### config.mk
export PLATFORM = sky130hd
export DESIGN_NAME = itoa
export DESIGN_NICKNAME = d
export VERILOG_FILES = /design/src/rtl/itoa_pkg.sv /design/src/rtl/itoa_div10.sv /design/src/rtl/itoa.sv
export SDC_FILE = /design/constraint.sdc
export NUM_CORES = 1
export LEC_CHECK = 0
export ABC_AREA = 1
export CORE_MARGIN = 2
export CORE_UTILIZATION = 50
export CTS_CLUSTER_DIAMETER = 80
export DETAILED_ROUTE_END_ITERATION = 8
export PLACE_DENSITY_LB_ADDON = 0.15
export REMOVE_ABC_BUFFERS = 1
export SYNTH_ARGS = -nofsm -noshare
export SYNTH_HDL_FRONTEND = slang
export SYNTH_SLANG_ARGS = --single-unit
### constraint.sdc
create_clock -name clk -period 2.1 [get_ports clk]
set_clock_uncertainty 0.2 [all_clocks]
set_input_delay 0.315 -clock clk [delete_from_list [all_inputs] [get_ports clk]]
set_output_delay 0.315 -clock clk [all_outputs]
set_load 0.05 [all_outputs]
### src/rtl/itoa_pkg.sv
`default_nettype none
// +-----------------------------------------------------------------------------+
// | itoa_pkg : state encodings and ASCII constants for the number/text path.    |
// | Revision : 1.0                                                              |
// +-----------------------------------------------------------------------------+
package itoa_pkg;

    typedef enum logic [2:0] {
        INI = 3'd0,
        SGN = 3'd1,
        DIV = 3'd2,
        EMT = 3'd3,
        NEG = 3'd4,
        RET = 3'd5
    } itoa_sts;

    typedef enum logic [2:0] {
        ATOI_INI = 3'd0,
        ATOI_SGN = 3'd1,
        ATOI_DIG = 3'd2,
        ATOI_ERR = 3'd3,
        ATOI_RET = 3'd4
    } atoi_sts;

    localparam logic [7:0] c_ASC_ZERO  = 8'h30;
    localparam logic [7:0] c_ASC_UPA   = 8'h41;
    localparam logic [7:0] c_ASC_MINUS = 8'h2D;

    // Digit value 0..15 to uppercase ASCII.
    function automatic logic [7:0] digit_char(input logic [3:0] d);
        if (d < 4'd10)
            return c_ASC_ZERO + {4'd0, d};
        else
            return c_ASC_UPA + {4'd0, d} - 8'd10;
    endfunction

endpackage
`default_nettype wire

### src/rtl/itoa_div10.sv
`default_nettype none
// +-----------------------------------------------------------------------------+
// | div10 : serial restoring unsigned divide-by-10, one quotient bit per cycle. |
// | Revision : 1.0                                                              |
// +-----------------------------------------------------------------------------+
module div10 #(
    parameter int DSZ = 32
) (
    input  logic           clk,
    input  logic           rst,
    input  logic           start,
    input  logic [DSZ-1:0] dividend,
    output logic [DSZ-1:0] q,
    output logic [3:0]     r,
    output logic           done
);

    localparam int CW = $clog2(DSZ);

    logic [DSZ-1:0] r_sh;
    logic [3:0]     r_rem;
    logic [CW-1:0]  r_cnt;
    logic           r_act;

    logic [DSZ-1:0] w_sh_in;
    logic [DSZ-1:0] w_sh_nxt;
    logic [3:0]     w_rem_in;
    logic [3:0]     w_rem_nxt;
    logic [4:0]     w_t;
    logic           w_ge;

    // The start cycle already performs the first iteration on the raw dividend,
    // so the whole divide occupies exactly DSZ cycles.
    always_comb begin
        w_sh_in   = start ? dividend : r_sh;
        w_rem_in  = start ? 4'd0 : r_rem;
        w_t       = {w_rem_in, w_sh_in[DSZ-1]};
        w_ge      = (w_t >= 5'd10);
        w_rem_nxt = w_ge ? 4'(w_t - 5'd10) : w_t[3:0];
        w_sh_nxt  = {w_sh_in[DSZ-2:0], w_ge};
    end

    always_ff @(posedge clk or negedge rst) begin
        if (!rst) begin
            r_sh  <= '0;
            r_rem <= '0;
            r_cnt <= '0;
            r_act <= 1'b0;
        end else begin
            if (start) begin
                r_act <= 1'b1;
                r_cnt <= CW'(1);
            end else if (r_act) begin
                r_cnt <= r_cnt + CW'(1);
                if (done)
                    r_act <= 1'b0;
            end
            if (start || r_act) begin
                r_sh  <= w_sh_nxt;
                r_rem <= w_rem_nxt;
            end
        end
    end

    assign done = r_act && (r_cnt == CW'(DSZ - 1));
    assign q    = r_sh;
    assign r    = r_rem;

endmodule
`default_nettype wire

### src/rtl/itoa.sv
`default_nettype none
// +-----------------------------------------------------------------------------+
// | itoa : binary to ASCII converter, least-significant digit first, then '-'.  |
// |        Define ITOA_UDOT_EN to add the 'uns' input (unsigned decimal).       |
// | Revision : 1.0                                                              |
// +-----------------------------------------------------------------------------+
module itoa #(
    parameter int DSZ = 32,
    parameter int LSZ = 6
) (
    input  logic           clk,
    input  logic           rst,
    input  logic           en,
    input  logic           hex,
`ifdef ITOA_UDOT_EN
    input  logic           uns,
`endif
    input  logic [DSZ-1:0] vi,
    output logic [2:0]     st,
    output logic           bsy,
    output logic           we,
    output logic           ao,
    output logic [7:0]     co,
    output logic [LSZ-1:0] len
);

    import itoa_pkg::*;

    itoa_sts        r_st;
    itoa_sts        w_nxt;
    logic [DSZ-1:0] r_v;
    logic [DSZ-1:0] r_q;
    logic [3:0]     r_r;
    logic           r_hex;
    logic           r_neg;
    logic           r_bsy;
    logic           r_first;
    logic [LSZ-1:0] r_len;
    logic [7:0]     r_co;

    logic [DSZ-1:0] w_dq;
    logic [3:0]     w_dr;
    logic [DSZ-1:0] w_q;
    logic [3:0]     w_r;
    logic           w_done;
    logic           w_start;
    logic           w_neg;
    logic           w_we;
    logic [7:0]     w_co;

`ifdef ITOA_UDOT_EN
    logic           r_uns;
    assign w_neg = ~r_hex & ~r_uns & r_v[DSZ-1];
`else
    assign w_neg = ~r_hex & r_v[DSZ-1];
`endif

    assign w_start = (r_st == DIV) && r_first && !r_hex;

    div10 #(
        .DSZ      (DSZ)
    ) u_div10 (
        .clk      (clk),
        .rst      (rst),
        .start    (w_start),
        .dividend (r_v),
        .q        (w_dq),
        .r        (w_dr),
        .done     (w_done)
    );

    // Hex bypasses the divider with a single nibble shift.
    assign w_q = r_hex ? r_q : w_dq;
    assign w_r = r_hex ? r_r : w_dr;

    always_ff @(posedge clk or negedge rst) begin
        if (!rst)
            r_st <= INI;
        else
            r_st <= w_nxt;
    end

    always_comb begin
        w_nxt = r_st;
        w_we  = 1'b0;
        w_co  = r_co;
        case (r_st)
            INI: if (en) w_nxt = SGN;
            SGN: w_nxt = DIV;
            DIV: if (r_hex || w_done) w_nxt = EMT;
            EMT: begin
                w_we = 1'b1;
                w_co = digit_char(w_r);
                if (w_q != '0)
                    w_nxt = DIV;
                else if (r_neg)
                    w_nxt = NEG;
                else
                    w_nxt = RET;
            end
            NEG: begin
                w_we  = 1'b1;
                w_co  = c_ASC_MINUS;
                w_nxt = RET;
            end
            RET:     w_nxt = INI;
            default: w_nxt = INI;
        endcase
    end

    always_ff @(posedge clk or negedge rst) begin
        if (!rst) begin
            r_v     <= '0;
            r_q     <= '0;
            r_r     <= '0;
            r_hex   <= 1'b0;
            r_neg   <= 1'b0;
            r_bsy   <= 1'b0;
            r_first <= 1'b0;
            r_len   <= '0;
            r_co    <= '0;
`ifdef ITOA_UDOT_EN
            r_uns   <= 1'b0;
`endif
        end else begin
            case (r_st)
                INI: if (en) begin
                    r_v   <= vi;
                    r_hex <= hex;
                    r_bsy <= 1'b1;
`ifdef ITOA_UDOT_EN
                    r_uns <= uns;
`endif
                end
                SGN: begin
                    r_neg   <= w_neg;
                    r_v     <= w_neg ? -r_v : r_v;
                    r_len   <= '0;
                    r_first <= 1'b1;
                end
                DIV: begin
                    r_first <= 1'b0;
                    if (r_hex) begin
                        r_q <= r_v >> 4;
                        r_r <= r_v[3:0];
                    end
                end
                EMT: begin
                    r_len   <= r_len + LSZ'(1);
                    r_v     <= w_q;
                    r_first <= 1'b1;
                    r_co    <= w_co;
                end
                NEG: begin
                    r_len <= r_len + LSZ'(1);
                    r_co  <= w_co;
                end
                RET:     r_bsy <= 1'b0;
                default: ;
            endcase
        end
    end

    assign st  = r_st;
    assign bsy = r_bsy;
    assign we  = w_we;
    assign ao  = w_we;
    assign co  = w_co;
    assign len = r_len;

endmodule
`default_nettype wire

==> results of run 1 <==
[where the power goes]
part / total (uW) / leakage, uW / switching [uW] / internal [uW]
Combinational: 9930 / 0.00260 / 5980 / 3950
Sequential: 4460 / 0.00157 / 864 / 3600
Clock: 2630 / 0.000249 / 1020 / 1600
[path summary, 6_finish.rpt]
kind | endpoint | slack, ns | depth (start not counted)
worst max register to register | st[1]$_DFFE_PN0P_ | -0.04 | 12
min in group clk | r_co[1]$_DFFE_PN0P_ | 0.28 | 2
max in group asynchronous | u_div10.q[14]$_DFFE_PN0P_ | 0.81 | 3
worst min register to register | r_co[1]$_DFFE_PN0P_ | 0.28 | 2
worst min-delay path | u_div10.q[8]$_DFFE_PN0P_ | 0.23 | 2
worst max-delay path | co[4] | -0.44 | 8
[per-stage QoR]
| step | power, uW | cells | TNS [ns] | worst slack, ns | hold WS [ns] |
|---|---|---|---|---|---|
| floorplan | 9700 | 920 | -119.94 | -2.14 | -0.181 |
| global placement | 13400 | 1241 | -0.518 | -0.0993 | 0.121 |
| detailed placement | 13500 | 1241 | -0.817 | -0.195 | 0.119 |
| CTS | 16400 | 1278 | -2.70 | -0.428 | 0.250 |
| global route | 18300 | 1290 | -4.15 | -0.510 | 0.269 |
| finish | 17000 | 1290 | -2.65 | -0.443 | 0.231 |
[timing repair]
item,in CTS,in global routing
cloned,0,1
pin swaps,3,13
endpoints found under the hold margin,50,0
hold buffers,1,0
gates resized for setup,34,48
endpoints found under the setup margin,20,35
buffers inserted,8,11
[placed cells by master, fill, tap and decap left out, drive strengths merged]
master         netlist  final
o311ai               2      2
clkdlybuf4s50        0     34
dlygate4sd3          0      1
ha                   6      6
a22o                 3      3
dlygate4sd2          0      5
a21boi               2      2
a41oi                1      1
nand4               14     14
buf                 34    115
clkbuf              13     27
nand2              239    239
o221ai              19     19
dlymetal6s2s         0      2
o21ai              120    120
clkinv               1      4
dfrtp              127    127
a2bb2oi              1      1
o211ai              20     20
mux2i                1      1
a21oi               30     30
nor3                 9      9
inv                104    103
a22oi                3      3
o21a                 1      1
o22ai                4      4
xor2                 2      2
and3                 1      1
or2                  5      5
a211oi               5      5
nand3               94     94
xnor2                1      1
nor2                94     94
and2                 1      1
a31oi                6      6
o31ai                1      1
nand3b               2      2
o2111ai              1      1
[critical path, delay by kind of cell (launching register included)]
kind            cells  cell delay, ns
flops               1            0.46
buf+inv             3            0.43
compound gates      1            0.21
mux                 1            0.19
fa+ha+maj           1            0.17
simple gates        2            0.15
[layer usage]
layer  wire length, um  GRT usage [%]  up-vias  share of wire, %
met5                 0              0        -                 0
met4               571           11.2        0               2.6
met3              1420           6.19       48               6.4
met1             10000           40.6     3485                45
li1                  -              -     3504                 -
met2             10100           45.1      282                46
[logic make-up (layout without fill, tap and decap cells)]
logic type / after synthesis / count (layout)
AND/OR/NAND/NOR: 459 / 459
AO/OA/AOI/OAI: 219 / 219
buffers and inverters: 152 / 291
flip-flops: 127 / 127
adder cells (fa/ha/maj): 6 / 6
XOR/XNOR: 3 / 3
multiplexers: 1 / 1
[area by class of cell]
type                            count  area share (%)
Multi-Input combinational cell    688            38.2
Sequential cell                   127            33.7
Timing Repair Buffer              157            16.0
Clock buffer                       27            5.32
Inverter                          105            4.28
Tap cell                          184            2.44
Clock inverter                      1          0.0530
Timing Repair inverter              1          0.0530
[sequential cells by signal, indices dropped and copies added, names as in the netlist]
signal	count
u_div10.q	32
r_hex	1
r_q	28
u_div10.r_cnt	5
r_co	8
len	6
st	3
u_div10.r	4
u_div10.r_act	1
r_neg	1
r_r	4
r_v	32
r_first	1
bsy	1
==> impl_metrics.json, run 1 <==
{
  "status": "finished with violations",
  "violations": "setup timing",
  "die-area_um2": 15500,
  "initial_core_util_pct": 50.6,
  "grt_pass1_vias": 6914,
  "multiInputGateArea_um2": 3610,
  "yosysWarnings": 0,
  "design_area_um2": 9450,
  "drt-vias-per-instance": 5.67,
  "io_pins": 56,
  "drt-total-wl_um": 22200,
  "crit_type": "flip-flop to output port",
  "critPathMaxStageDelay_ns": 0.46,
  "grt_pass1_wl_um": 36000,
  "period_minus_slack_ns": 2.54,
  "n_fill_cell": 1223,
  "vias": 7319,
  "nNetsFinal": 1139,
  "post-route-util_pct": 65.8,
  "ys_ff_latch": 127,
  "grt.overflow.total": 0,
  "syn_area_per_cell_um2": 7.53,
  "synth-main-ff-cell": "dfrtp_1",
  "synth_xor_area_share_pct": 0.361,
  "ir_worst_vdd_uv": 946,
  "finalHoldViolCount": 0,
  "synth_cells": 967,
  "p_per_area_nw_per_um2": 1800,
  "gp_congestion": 0.926,
  "synth-compound-area-share_pct": 18.2,
  "crit_arrival_ns": 2.03,
  "placed_area_um2": 8570,
  "clockBufferDepth": 2,
  "power.leakage_uw": 0.00442,
  "netlist_area_um2": 7280,
  "end_kind": "output port",
  "clk_pin_slew_ns": 0.05,
  "diodes": 0,
  "slew_viol_final": 0,
  "critPathLaunch": "r_hex$_DFFE_PN0P_",
  "rows": 44,
  "timing.rr.start": "r_hex$_DFFE_PN0P_",
  "die_h_um": 125,
  "postRouteAntennaNets": 0,
  "antenna_found_initial": 0,
  "port-buffer-count": 55,
  "wire_per_inst_um": 17.2,
  "grt_setup_unrepaired": "true",
  "crit_path_max_fanout": 6,
  "synth_top_cell_by_area": "dfrtp_1",
  "hp-class": "primary input to async pin",
  "synthAdderAreaFrac_pct": 1.03,
  "die_x_um": 125,
  "critPathRequiredTime_ns": 1.58,
  "drive_gt1_share_pct": 18.8,
  "drc": 0,
  "grt_max_degree": 57,
  "track_usage_pct": 29.2,
  "setup-violations-final": 10,
  "synth_common_cells": "nand2_1, dfrtp_1, o21ai_0, inv_1, nand3_1",
  "yosysSeqAreaShare_pct": 43.7,
  "synthMuxAreaShare_pct": 0.138,
  "cts_tree": "done",
  "cts_max_level": 4,
  "dp_hpwl_um": 15500,
  "numCtsBuffers": 17,
  "fmax_mhz": 393,
  "core_area_um2": 14400,
  "clk_latency_ns": 0.42,
  "relSlewSlack_pct": 62.8,
  "first_pass_iters": 5,
  "setup_slack_ns": -0.443,
  "root_buffer": "clkbuf_16",
  "yosysMostFrequentCell": "nand2_1",
  "maxCapViolations": 0,
  "yosys.area_share.simple_pct": 27.5,
  "synth_edf_count": 0,
  "synth_top_family_by_area": "simple AND/OR/NAND/NOR gates",
  "cp_cell_sequence": "buf_6, mux2i_4, ha_4, nand2_2, nand2_2, buf_6, a22o_4, buf_12",
  "synth-async-reset-ratio_pct": 100,
  "netlist-cell-type-count": 50,
  "start_kind": "flip-flop",
  "period_share_pct": 121,
  "syn_to_final_growth_pct": 29.9,
  "synth.area.top_cells": "dfrtp_1, nand2_1, o21ai_0",
  "dr.first_iter.drc_count": 663,
  "synth_top_area_share_pct": 43.7,
  "seqCellArea_um2": 3180,
  "cts.sinks": 127,
  "worst_pin_slew_ns": 0.558,
  "cp_slowest_cell": "dfrtp_2"
}
(Power assumes the default switching activity.)
==> inputs of run 2 (changes only) <==
- clock period: 2.1 -> 2.19 ns (I/O delays scaled with it)
==> run 2 against run 1 <==
Net effect:
- the run still ends with setup timing left
- die area stayed put
- largest cell class unchanged
- via count decreased by 1.7%
- worst hold slack gained 0.0097 ns
- non-clock buffer count shrank 11
- combinational power is 4.6% lower
==> impl_metrics.json, run 2 (same netlist as run 1, synthesis figures left out) <==
{
  "status": "finished with violations",
  "violations": "setup timing",
  "wire_per_inst_um": 17.3,
  "grt_pass1_vias": 7001,
  "crit_arrival_ns": 2.07,
  "worst_pin_slew_ns": 0.515,
  "diodes": 0,
  "numCtsBuffers": 17,
  "nNetsFinal": 1127,
  "cts.sinks": 127,
  "start_kind": "flip-flop",
  "period_minus_slack_ns": 2.60,
  "root_buffer": "clkbuf_16",
  "drt-vias-per-instance": 5.62,
  "grt_setup_unrepaired": "true",
  "path_buf_inv": 4,
  "critPathRequiredTime_ns": 1.66,
  "cts_max_level": 4,
  "die-area_um2": 15500,
  "setup-violations-final": 8,
  "slew_viol_final": 0,
  "drc": 0,
  "period_share_pct": 119,
  "post-route-util_pct": 65.8,
  "relSlewSlack_pct": 65.7,
  "die_h_um": 125,
  "clk_pin_slew_ns": 0.06,
  "ir_worst_vdd_uv": 850,
  "syn_to_final_growth_pct": 29.8,
  "vias": 7193,
  "p_per_area_nw_per_um2": 1750,
  "final.setup.tns_ns": -2.42,
  "cp_slowest_cell": "dfrtp_2",
  "clk_latency_ns": 0.42,
  "grt_pass1_wl_um": 36200,
  "rows": 44,
  "cp_top_family": "compound AO/OA/AOI/OAI gates",
  "port-buffer-count": 55,
  "dr.first_iter.drc_count": 572,
  "die_x_um": 125,
  "hp-class": "primary input to async pin",
  "track_usage_pct": 29.5,
  "gp_congestion": 0.898,
  "io_pins": 56,
  "antenna_found_initial": 0,
  "cts_tree": "done",
  "crit_path_max_fanout": 7,
  "layout_common_cells": "nand2_1, dfrtp_1, inv_1, nand3_1, o21ai_0",
  "crit_type": "flip-flop to output port",
  "initial_core_util_pct": 50.6,
  "dp_hpwl_um": 15100,
  "critPathMaxStageDelay_ns": 0.48,
  "finalHoldViolCount": 0,
  "clockBufferDepth": 2,
  "drt-total-wl_um": 22100,
  "setup_slack_ns": -0.410,
  "final_common_cell": "nand2_1",
  "power.leakage_uw": 0.00440,
  "cp_cell_sequence": "buf_6, nand2_2, nand2_2, inv_2, a21oi_4, nand2_4, buf_6, a22o_4, buf_12",
  "postRouteAntennaNets": 0,
  "grt.overflow.total": 0,
  "maxCapViolations": 0,
  "grt_max_degree": 49,
  "drive_gt1_share_pct": 19.0,
  "first_pass_iters": 5,
  "end_kind": "output port",
  "core_area_um2": 14400,
  "fmax_mhz": 385
}
==> run 2: changes by cell type in the layout (fill, tap and decap cells not counted), moves of 3 or more <==
cell and delta:
dlygate4sd2_1 -4, o21ai_2 +6, nand2_2 +5, nor2_2 -4, clkdlybuf4s50_1 +3, nand2_1 -6, clkinv_2 +3, o21ai_0 -6
nor2_1 +5, clkbuf_1 -4, buf_4 -11
==> run 2: what timing repair did <==
action | 4_1_cts | 5_1_grt
hold endpoints to repair | 44 | 0
pin swaps | 17 | 13
hold buffers | 1 | 0
buffers inserted | 11 | 12
endpoints found under the setup margin | 13 | 25
resized for setup | 64 | 29
==> run 2: final timing paths <==
check / start / end / slack (ns) / cells past startpoint
min in group clk: r_q[3]$_DFFE_PN0P_ / r_q[3]$_DFFE_PN0P_ / 0.29 / 2
hold / removal: rst / r_q[10]$_DFFE_PN0P_ / 0.24 / 2
setup reg to reg: r_hex$_DFFE_PN0P_ / st[1]$_DFFE_PN0P_ / -0.01 / 11
max in group asynchronous: rst / u_div10.q[16]$_DFFE_PN0P_ / 0.93 / 3
hold reg to reg: r_q[3]$_DFFE_PN0P_ / r_q[3]$_DFFE_PN0P_ / 0.29 / 2
setup / recovery: r_hex$_DFFE_PN0P_ / co[4] / -0.41 / 9
==> run 2: layer usage <==
layer	vias up	part of all wire (%)	global-route usage (%)
li1	3483	-	-
met1	3413	45	39.6
met2	256	47	46.8
met3	41	5.8	6.36
met4	0	2.3	11.6
met5	-	0	0
==> run 2: cell type report <==
| type | instances | area (um2) |
|---|---|---|
| Tap cell | 184 | 230 |
| Fill cell | 1215 | 4920 |
| Clock buffer | 23 | 488 |
| Multi-Input combinational cell | 688 | 3640 |
| Sequential cell | 127 | 3180 |
| Inverter | 105 | 405 |
| Clock inverter | 7 | 85.1 |
| Timing Repair Buffer | 146 | 1420 |
==> run 2: metrics by stage <==
step	setup slack [ns]	std cells	power, uW	hold WS [ns]	area [um2]
after global placement	-0.0247	1228	12600	0.121	8450
after global routing	-0.514	1280	17800	0.260	9450
after CTS	-0.373	1269	16100	0.233	9250
final	-0.410	1280	16600	0.241	9450
after detailed placement	-0.0312	1228	12700	0.116	8450
after floorplan	-2.06	920	9300	-0.167	7010
==> run 2: worst reg2reg max path: stages, from the launching register on <==
cell and delay [ns]:
dfrtp_2 0.48, buf_6 0.15, buf_4 0.18, or2_2 0.32
o21ai_2 0.08, nand2_1 0.09, nor2_2 0.15, nand2_2 0.09
nor2_4 0.12, nand2_1 0.08, nand2_1 0.07, nand3b_1 0.07
==> run 2: where the power goes <==
group | switching [uW] | internal (uW) | leakage [uW] | total (uW)
sequential | 861 | 3450 | 0.00157 | 4310
clock | 1010 | 1770 | 0.000288 | 2780
combinational | 5750 | 3720 | 0.00254 | 9470
==> inputs of run 3 (changes only) <==
- MAX_ROUTING_LAYER: not set -> met4
- TNS_END_PERCENT: not set -> 30
==> run 3 against run 2 <==
Net effect:
- the run still ends with setup timing left
- sequential share of layout area is 0.10 points higher
- combinational power hardly changed
- sequential power hardly changed
- clock-buffer cell count stayed put
- critical path depth stayed put
- via count is 0.35% higher
- flip-flop and latch count stayed put
- total power is 0.26% higher
- first-iteration DRC count is 0.70% higher
- largest power group unchanged
==> impl_metrics.json, run 3 (same netlist as run 1, synthesis figures left out) <==
{
  "hold_ws_ns": 0.232,
  "drt-total-wl_um": 22200,
  "clk_latency_ns": 0.42,
  "fmax_mhz": 379,
  "power.leakage_uw": 0.00437,
  "p_sw_share_pct": 46.3,
  "rows": 44,
  "setup-violations-final": 12,
  "final.setup.tns_ns": -2.96,
  "cts_max_level": 4,
  "cp_cell_sequence": "buf_6, nand2_2, nand2_2, inv_2, a21oi_4, nand2_4, buf_6, a22o_4, buf_12",
  "numCtsBuffers": 17,
  "die-area_um2": 15500,
  "cp_top_family": "compound AO/OA/AOI/OAI gates",
  "cts_tree": "done",
  "critPathRequiredTime_ns": 1.66,
  "antenna_found_initial": 0,
  "port-buffer-count": 55,
  "r2r_cells": 12,
  "crit_type": "flip-flop to output port",
  "period_share_pct": 120,
  "diodes": 0,
  "n_fill_cell": 1223,
  "finalHoldViolCount": 0,
  "crit_arrival_ns": 2.11,
  "critPathMaxStageDelay_ns": 0.48,
  "status": "finished with violations",
  "vias": 7218,
  "die_h_um": 125,
  "setup_slack_ns": -0.446,
  "dr.first_iter.drc_count": 576,
  "maxCapViolations": 0,
  "drc": 0,
  "p_per_area_nw_per_um2": 1760,
  "finalPower_uw": 16600,
  "cp_slowest_cell": "dfrtp_2",
  "wire_per_inst_um": 17.5,
  "final_common_cell": "nand2_1",
  "syn_to_final_growth_pct": 29.4,
  "grt.overflow.total": 0,
  "clockBufferDepth": 2,
  "grt_pass1_wl_um": 36100,
  "worst_pin_slew_ns": 0.506,
  "initial_core_util_pct": 50.6,
  "power_frac_seq_pct": 26.1,
  "drt-vias-per-instance": 5.69,
  "crit_path_max_fanout": 7,
  "violations": "setup timing",
  "first_pass_iters": 5,
  "end_kind": "output port",
  "slew_viol_final": 0,
  "internal_power_uw": 8910,
  "clockPowerShare_pct": 16.8,
  "io_pins": 56,
  "root_buffer": "clkbuf_16",
  "core_area_um2": 14400,
  "die_x_um": 125,
  "nNetsFinal": 1115,
  "relSlewSlack_pct": 66.2,
  "postRouteAntennaNets": 0,
  "drive_gt1_share_pct": 18.5,
  "dp_hpwl_um": 15100,
  "ir_worst_vdd_uv": 829,
  "start_kind": "flip-flop",
  "clk_pin_slew_ns": 0.05,
  "hp-class": "primary input to async pin",
  "grt_pass1_vias": 6969,
  "place_ws_ns": -0.0312,
  "gp_congestion": 0.913,
  "path_buf_inv": 4,
  "track_usage_pct": 30.2,
  "rrSetupSlack_ns": -0.08,
  "cts.sinks": 127,
  "layout_common_cells": "nand2_1, dfrtp_1, inv_1",
  "critPathLaunch": "r_hex$_DFFE_PN0P_",
  "timing.rr.start": "r_hex$_DFFE_PN0P_",
  "r2r_end": "st[1]$_DFFE_PN0P_",
  "grt_max_degree": 49,
  "grt_setup_unrepaired": "true",
  "power_switching_uw": 7700,
  "share_comb_of_total_power_pct": 57.2,
  "period_minus_slack_ns": 2.64
}
## run 3: worst max path at each step
stage                        to  slack, ns  cells after the start
after floorplan           co[3]      -2.06                      5
after global placement    co[2]      -0.02                      7
after detailed placement  co[1]      -0.03                      8
after CTS                 co[1]      -0.37                      8
after global routing      co[4]      -0.53                      9
final                     co[4]      -0.45                      9
## run 3: routing by layer
layer  part of all wire (%)  vias up  global-route usage, %
li1                       -     3463                      -
met1                     44     3420                   39.7
met2                     47      287                   46.0
met3                    6.7       48                   6.70
met4                    2.5        0                   11.8
met5                      0        -                      -
## run 3: timing repair
action                                 in CTS  in global routing
endpoints found under the hold margin      44                  0
buffers inserted                            6                  3
pin swaps                                  10                 16
hold buffers                                1                  0
setup endpoints to repair                  13                 32
gates cloned                                0                  1
gates resized for setup                    38                 60
## run 3: area by class of cell
cell class | instances | area, um2 | share of cell area (%)
multi-input cells | 688 | 3670 | 39.0
well taps | 184 | 230 | 2.44
repair buffers | 134 | 1360 | 14.4
clock inverters | 7 | 85.1 | 0.904
clock buffers | 23 | 488 | 5.18
inverters | 105 | 403 | 4.28
flip-flops and latches | 127 | 3180 | 33.8
## run 3: per-stage QoR
stage | utilization [%] | area [um2] | instances
final | 65.5 | 9420 | 1268
after global routing | 65.5 | 9420 | 1268
after CTS | 63.8 | 9170 | 1265
after detailed placement | 58.8 | 8450 | 1228
after global placement | 58.8 | 8450 | 1228
after floorplan | - | 7010 | 920
## run 3: power groups by stage
stage	Sequential [uW]	Combinational, uW	Clock, uW
after detailed placement	4230	8520	0
final	4330	9490	2780
after CTS	4230	8900	2800
after global placement	4230	8390	0
after global routing	4450	10500	2920
after floorplan	4300	5000	0
